$ cat src/rtl/mau_pkg.sv
// Shared encodings and the request legality check for the memory access unit.
package mau_pkg;

  localparam logic [1:0] SZ_B = 2'b00;
  localparam logic [1:0] SZ_H = 2'b01;
  localparam logic [1:0] SZ_W = 2'b10;

  typedef enum logic [1:0] {
    S_IDLE = 2'b00,
    S_RD   = 2'b01,
    S_WR   = 2'b10,
    S_RESP = 2'b11
  } state_e;

  // Size is checked first, then alignment, then range.
  function automatic logic access_error(input logic [1:0]  size,
                                        input logic [31:0] addr,
                                        input int unsigned mem_bytes);
    if (size == 2'b11) return 1'b1;
    if (size == SZ_H && addr[0]) return 1'b1;
    if (size == SZ_W && addr[1:0] != 2'b00) return 1'b1;
    return addr >= mem_bytes;
  endfunction

endpackage

$ cat src/rtl/mau_lane.sv
// Byte-lane steering: extracts and extends load data, and merges store data
// into a captured memory word.
module mau_lane
  import mau_pkg::*;
(
  input  logic [31:0] word,
  input  logic [1:0]  addr,
  input  logic [1:0]  size,
  input  logic        uns,
  input  logic [31:0] wdata,
  output logic [31:0] load_data,
  output logic [31:0] store_word
);

  logic [7:0]  lane_b;
  logic [15:0] lane_h;

  assign lane_b = word[{addr, 3'b000} +: 8];
  assign lane_h = word[{addr[1], 4'b0000} +: 16];

  always_comb begin
    load_data  = '0;
    store_word = word;
    case (size)
      SZ_B: begin
        load_data = {{24{lane_b[7] & ~uns}}, lane_b};
        store_word[{addr, 3'b000} +: 8] = wdata[7:0];
      end
      SZ_H: begin
        load_data = {{16{lane_h[15] & ~uns}}, lane_h};
        store_word[{addr[1], 4'b0000} +: 16] = wdata[15:0];
      end
      SZ_W: begin
        load_data  = word;
        store_word = wdata;
      end
      default: ;
    endcase
  end

endmodule

$ cat src/rtl/mem_access_unit.sv
// Load/store front end for the MEM stage: one request at a time, sub-word
// stores done as read-modify-write against a 32-bit-wide memory.
module mem_access_unit
  import mau_pkg::*;
#(
  parameter int unsigned MEM_BYTES = 1024
) (
  input  logic        clk,
  input  logic        rst_n,
  input  logic        req_valid,
  output logic        req_ready,
  input  logic        req_we,
  input  logic [1:0]  req_size,
  input  logic        req_unsigned,
  input  logic [31:0] req_addr,
  input  logic [31:0] req_wdata,
  output logic        resp_valid,
  output logic [31:0] resp_rdata,
  output logic        resp_err,
  output logic        mem_read,
  output logic        mem_write,
  output logic [31:0] mem_addr,
  output logic [31:0] mem_wd,
  input  logic [31:0] mem_rd
);

  state_e      state, state_next;
  logic        we_q, uns_q;
  logic [1:0]  size_q, lane_q;
  logic [31:0] wdata_q, word_q, mem_addr_q;
  logic        accept, req_err;
  logic [31:0] lane_word, load_data, store_word;

  assign accept    = req_valid && (state == S_IDLE);
  assign req_err   = access_error(req_size, req_addr, MEM_BYTES);
  assign mem_addr  = mem_addr_q;
  // During RD the lane logic works on the live memory word so the load
  // result can be registered in the same edge that captures it.
  assign lane_word = (state == S_RD) ? mem_rd : word_q;

  mau_lane u_lane (
    .word       (lane_word),
    .addr       (lane_q),
    .size       (size_q),
    .uns        (uns_q),
    .wdata      (wdata_q),
    .load_data  (load_data),
    .store_word (store_word)
  );

  always_ff @(posedge clk or negedge rst_n) begin
    if (!rst_n) state <= S_IDLE;
    else        state <= state_next;
  end

  always_comb begin
    state_next = state;
    case (state)
      S_IDLE: begin
        if (accept) begin
          if (req_err)                          state_next = S_RESP;
          else if (req_we && req_size == SZ_W)  state_next = S_WR;
          else                                  state_next = S_RD;
        end
      end
      S_RD:    state_next = we_q ? S_WR : S_RESP;
      S_WR:    state_next = S_RESP;
      S_RESP:  state_next = S_IDLE;
      default: state_next = S_IDLE;
    endcase
  end

  always_comb begin
    req_ready  = 1'b0;
    resp_valid = 1'b0;
    mem_read   = 1'b0;
    mem_write  = 1'b0;
    mem_wd     = '0;
    case (state)
      S_IDLE: req_ready  = 1'b1;
      S_RD:   mem_read   = 1'b1;
      S_WR: begin
        mem_write = 1'b1;
        mem_wd    = store_word;
      end
      S_RESP: resp_valid = 1'b1;
      default: ;
    endcase
  end

  always_ff @(posedge clk or negedge rst_n) begin
    if (!rst_n) begin
      we_q       <= 1'b0;
      uns_q      <= 1'b0;
      size_q     <= SZ_B;
      lane_q     <= 2'b00;
      wdata_q    <= '0;
      word_q     <= '0;
      mem_addr_q <= '0;
      resp_rdata <= '0;
      resp_err   <= 1'b0;
    end else begin
      case (state)
        S_IDLE: begin
          if (accept) begin
            we_q       <= req_we;
            uns_q      <= req_unsigned;
            size_q     <= req_size;
            lane_q     <= req_addr[1:0];
            wdata_q    <= req_wdata;
            mem_addr_q <= {req_addr[31:2], 2'b00};
            resp_rdata <= '0;
            resp_err   <= req_err;
          end
        end
        S_RD: begin
          word_q <= mem_rd;
          if (!we_q) resp_rdata <= load_data;
        end
        default: ;
      endcase
    end
  end

endmodule
$ cat config.mk
export PLATFORM = sky130hd
export DESIGN_NAME = mem_access_unit
export DESIGN_NICKNAME = d
export VERILOG_FILES = /design/src/rtl/mau_pkg.sv /design/src/rtl/mau_lane.sv /design/src/rtl/mem_access_unit.sv
export SDC_FILE = /design/constraint.sdc
export NUM_CORES = 1
export LEC_CHECK = 0
export ABC_CLOCK_PERIOD_IN_PS = 4400
export CELL_PAD_IN_SITES_DETAIL_PLACEMENT = 1
export CELL_PAD_IN_SITES_GLOBAL_PLACEMENT = 1
export CORE_MARGIN = 5
export CORE_UTILIZATION = 35
export CTS_CLUSTER_SIZE = 12
export DETAILED_ROUTE_END_ITERATION = 8
export PLACE_DENSITY = 0.82
export SLEW_MARGIN = 30
export SYNTH_ARGS = -nofsm -noshare
export SYNTH_HDL_FRONTEND = slang
export SYNTH_HIERARCHICAL = 1
export SYNTH_SLANG_ARGS = --single-unit
$ cat constraint.sdc
create_clock -name clk -period 4.4 [get_ports clk]
set_input_delay 0.88 -clock clk [delete_from_list [all_inputs] [get_ports clk]]
set_output_delay 0.88 -clock clk [all_outputs]
set_load 0.03 [all_outputs]
======== Word level (Yosys, flattened, before mapping) ========
Index checks and enable logic that the tools add are counted.
storage, ports and cells
  flip-flop bits (word level) ............. 135
  bits in latches ......................... 0
  memory bits (writable) .................. 0
  ROM bits ................................ 0
  output and inout bits ................... 101
  logic and storage cells ................. 72
  memories kept ........................... 0
cells by class
  $add $sub $neg .......................... 2
  multipliers ............................. 0
  div/mod/pow operators ................... 0
  $lt $le $gt $ge ......................... 1
  eq/ne operators ......................... 10
  shift operators ......................... 6
  muxes and demuxes ....................... 30
  bitwise operators ....................... 3
  reductions and logical operators ........ 10
operator list
  operator                                                                                number
  32-bit one-hot mux with 3 select lines                                                  2
  32-bit 2-to-1 mux                                                                       4
  32-bit bitwise mux                                                                      2
  32-bit one-hot mux with 2 select lines                                                  1
  32-bit by 11-bit greater-or-equal comparator with 1-bit output (second input constant)  1
  16-bit by 7-bit variable shift with 32-bit output (first input constant)                1
  8-bit by 7-bit variable shift with 32-bit output (first input constant)                 1
  16-bit by 7-bit indexed part select with 32-bit output                                  1
  32-bit by 6-bit indexed part select with 16-bit output                                  1
  32-bit by 6-bit indexed part select with 8-bit output                                   1
  8-bit by 7-bit indexed part select with 32-bit output                                   1
  1-bit 2-to-1 mux                                                                        17
  5-bit negator with 7-bit output                                                         2
  2-bit equality test (second input constant)                                             5
  2-bit one-hot mux with 4 select lines                                                   1
  2-bit by 1-bit equality test with 1-bit output (second input constant)                  3
  2-bit 2-to-1 mux                                                                        3
  1-bit logical AND                                                                       4
  2-bit zero test                                                                         2
  2-bit inequality test (second input constant)                                           2
  2-bit nonzero test                                                                      2
  3-bit AND reduction                                                                     1
  1-bit bitwise AND                                                                       2
  2-bit AND reduction                                                                     1
  1-bit inverter                                                                          1

======== Depth between registers and ports, before layout ========
  word-level depth ........................ 12
  gate-level depth with buffers ........... 12

======== Hierarchy ========
The synthesis kept the hierarchy.
by module, submodules not included
  module           times used  cells an instance  area an instance (um2)
  mem_access_unit  1           425                5514.0
  mau_lane         1           308                2043.2

======== Least setup slack after synthesis ========
No wires, ideal clock.
  path kind ............................... reg2out
  start point ............................. reg state[1]
  end point ............................... out mem_wd[27]
  arrival time ............................ 2.571 ns
  path slack .............................. 0.949 ns
  stages on the path, launching flop included .. 10
  cell sequence ........................... dfrtp_1 -> inv_1 -> ha_1 -> buf_2 -> buf_2 -> mux2_2 -> mux2_2 -> a222oi_1 -> nand2_1 -> and2_1
on the way
  cells in the longest elaborated chain, start to end .. 5
  elaborated cells on any way between the ends .. 7
  those cells by class .................... 2 x eq/ne; 5 x mux
ends and longest elaborated chain
  item                                              line                            RTL
  from (decl)                                       mem_access_unit.sv:27           state_e state, state_next;
  from (signal assigned)                            mem_access_unit.sv:53           else state <= state_next;
  2-bit by 1-bit equality test with 1-bit output *  mem_access_unit.sv:39           assign lane_word = (state == S_RD) ? mem_rd : word_q;
  32-bit 2-to-1 mux *                               -
  via lane_word[27]                                 mem_access_unit.sv:32           logic [31:0] lane_word, load_data, store_word;
  32-bit bitwise mux, on equally long branches      mau_lane.sv:31, mau_lane.sv:27
  32-bit one-hot mux with 3 select lines *          mau_lane.sv:24                  case (size)
  via store_word[27]                                mem_access_unit.sv:32
  32-bit 2-to-1 mux *                               mem_access_unit.sv:79           case (state)
  to (decl)                                         mem_access_unit.sv:23           output logic [31:0] mem_wd,
The timed path passes the listed nets; every way through them passes the cells marked *.

======== Worst setup path after layout ========
  start point ............................. reg state[1]
  end point ............................... out mem_wd[17]
Same word-level chain as after synthesis.

==> metrics.md <==
| Metric | Value |
|---|---|
| Core box area | 21200 um^2 |
| Final #Nets | between 1000 and 1500 |
| Full die area | roughly 25000 um^2 |
| PD cells | between 900 and 1000 nW/um^2 |
| Seq cells post-synth | ~140 |
| Most numerous cell in the Yosys netlist | dfrtp_1 |
| Synth area leader | dfrtp_1 |
| Async SR Flop Fraction | 100% |
| Critical path's largest stage delay | 0.63 ns |
| Worst vdd ir | roughly 0.5 mV |
| Initial Utilization | a little over a third |
| Layout Cells excl Fill | about 1200 |
| Worst hold slack | ~0.47 ns |
| Max Buffers Root-to-Sink | 2 |
| Setup bufs post-CTS | 0 |
| Post-synth top cells | 135 x dfrtp_1, 114 x mux2_2, 81 x nand2_1 |
| Yosys cell types | 54 |
| Number of port buffers | 201 |
| Detail Placement HPWL | 19300 um |
| DR WL/cell | ~22 um |
| HP Class | primary input to asynchronous set/reset pin |
| First-pass GRT wire length | around 41000 um |
| DR pass1 iterations | 5 |
| MaxCap Viol Count | 0 |
| Routed WL | ~26000 um |
| DR top layer | met4 |
| Post-synth top flop | dfrtp_1 |
| Wire length on met3 | between 2000 and 2500 um |
| GP Congestion | approximately 0.86 |
| Slew HR | between 40% and 50% |
| Setup tns final | 0 ns |
| Core Util, Final | between 50% and 60% |
| Count of final setup violators | 0 |
| Least-Margin Pin Slew | 0.808 ns |
| Final worst slack | between 0.3 and 0.4 ns |
| RSZ-0062 raised after global routing | false |
| Met2 routed WL | 12600 um |
| Synth top area share | ~45% |
| H-tree level count | 4 |
| Number of remaining DRC errors | 0 |
| Number of synthesized flops with an enable pin | 0 |
| ANT cells | 0 |
| Slew Viols, Final | 0 |
| Ratio of cells with drive above 1 in the final layout | a little over a fifth |
| Minimum clock period | a little over 4 ns |
| Status | complete, no violations |
| Placement Setup Slack | slightly above 0.8 ns |
| Synth Warn # | 6 |
| Critical Path Sink Type | primary output |
| Vias in the first global route | just under 7000 |
| Area grow syn2layout | 40.3% |
| CTS clock-pin slew for the worst setup and hold paths | about 0.060 ns |
| Initial antenna violation count | 0 |
| Detail Route Antenna Nets | 0 |
| PostCTS Resize Cnt | 0 |
| Synth Cell Area | between 7000 and 8000 um^2 |
| Area contributors post-synth | dfrtp_1 45%, mux2_2 17%, nand2_1 4.0%, mux2i_1 4.0%, o21ai_0 3.4% |
| Critical Path Start Type | flip-flop |
| Slowest CP cell | ha_2 |
| Clk_skew | 0.00869 ns |
| Die W | 157 um |
| Worst path most repeated cell | buf_4 |
| Fmax | about 250 MHz |
| GRT Util Overall | 21.4% |
| Crit Path Class | flip-flop to primary output |
| Root Driver | clkbuf_16 |
| Post-synthesis sequential area ratio | 44.7% |
| CTS tree | yes |
| Num ports | between 200 and 250 |
| Wl on met1 | ~10000 um |
| Via count | between 6000 and 7000 |
| Clk sink count | around 140 |
| Max Fanout on Critical Path | 26 |
| Final Hold Viols | 0 |
| Crit-path cells | inv_1 -> ha_2 -> buf_12 -> buf_4 -> mux2_2 -> mux2i_1 -> o221ai_1 -> and2_1 -> buf_4 |
| TritonCTS Buffers | 17 |
| Hold buffers post-CTS | 0 |
| Skew-Pair Late Insertion Delay | 0.43 ns |
| Arr. time, crit path | 3.15 ns |
| Grt total ovfl | 0 |
| Die height | between 150 and 200 um |
| # rows | 53 |
| Mapped Avg Cell Area | between 10 and 15 um^2 |
| Starting DRT DRC Count | 399 |
| Vias/cell | 5.40 |
| Gate Count Post-Synth | about 730 |
| Final worst-path cycle share | approximately nine tenths |
| Placed cells | approximately 1200 |
| Largest net degree at the start of global routing | 74 |
| Pleak | 0.00448 uW |
| WP data required | ~3.5 ns |
-- final timing paths --
check	from	endpoint	slack [ns]	depth (start not counted)
setup / recovery	state[1]	mem_wd[17]	0.37	9
hold / removal	rst_n	resp_rdata[8]	0.47	1
setup reg to reg	state[1]	resp_rdata[19]	0.88	11
hold reg to reg	resp_err	resp_err	0.48	2
max in group asynchronous	rst_n	mem_addr[29]	3.10	2
min in group clk	resp_err	resp_err	0.48	2
-- cell type report --
type | instances | area [um^2]
fill | 2280 | 10600
sequential | 135 | 3380
multi-input combinational | 498 | 3720
clock inverter | 11 | 170
inverter | 50 | 188
clock buffer | 21 | 460
timing repair buffer | 214 | 2340
tap | 275 | 344
-- where the power goes --
part	switching (uW)	internal (uW)	leakage, uW	total [uW]
clock	560	981	0.000312	1540
combinational	3460	2630	0.00251	6090
sequential	488	1860	0.00166	2350
-- state kept, by name, indices dropped and copies added, names as in the netlist --
register / flops
state: 2
size_q: 2
word_q: 32
uns_q: 1
lane_q: 2
mem_addr: 30
resp_err: 1
we_q: 1
resp_rdata: 32
wdata_q: 32
-- layout by cell type, fill, tap and decap left out, drive strengths merged, types with 2 or more instances in the layout --
| cell type | n |
|---|---|
| dfrtp | 135 |
| nand2b | 9 |
| nor4 | 6 |
| o22ai | 8 |
| a222oi | 2 |
| or3b | 2 |
| clkbuf | 21 |
| clkinv | 6 |
| a21oi | 9 |
| inv | 51 |
| a22oi | 12 |
| o2bb2ai | 7 |
| o21ai | 57 |
| nand3 | 34 |
| a221o | 15 |
| nor2 | 19 |
| nor3b | 2 |
| nand2 | 81 |
| buf | 46 |
| mux2i | 30 |
| mux2 | 114 |
| clkdlybuf4s50 | 168 |
| conb | 2 |
| o31ai | 2 |
| o221ai | 11 |
| nor3 | 4 |
| a211o | 2 |
| ha | 9 |
| a32oi | 8 |
| and2 | 32 |
| nor2b | 9 |
| bufinv | 4 |
-- stage by stage --
step / power, uW / instance area (um^2)
after floorplan: 6080 / 7560
after global placement: 8230 / 9970
after detailed placement: 8390 / 9970
after CTS: 10000 / 10600
after global routing: 10600 / 10600
final: 9980 / 10600
-- critical path: cells and delay by family, from the launching register on --
family / cells / cell delay [ns]
mux: 2 / 0.63
simple gates: 1 / 0.20
fa+ha+maj: 1 / 0.63
compound gates: 1 / 0.15
flops: 1 / 0.40
buf+inv: 4 / 0.70
-- per-layer routing --
metal	track usage [%]	vias to the layer above
met3	7.26	43
met5	0	-
li1	-	2961
met1	26.0	3235
met4	7.73	0
met2	35.4	261
-- logic make-up (layout without fill, tap and decap cells) --
| group | count (synthesis) | in the layout | synth area share (%) |
|---|---|---|---|
| multiplexers | 144 | 144 | 21.0 |
| AO/OA/AOI/OAI | 140 | 140 | 13.1 |
| buffers and inverters | 101 | 296 | 6.24 |
| flip-flops | 135 | 135 | 44.7 |
| adder cells (fa/ha/maj) | 9 | 9 | 1.49 |
| AND/OR/NAND/NOR | 203 | 203 | 13.5 |
| other | 1 | 2 | 0.0496 |
Note: power is estimated with default switching activity, not from simulation.
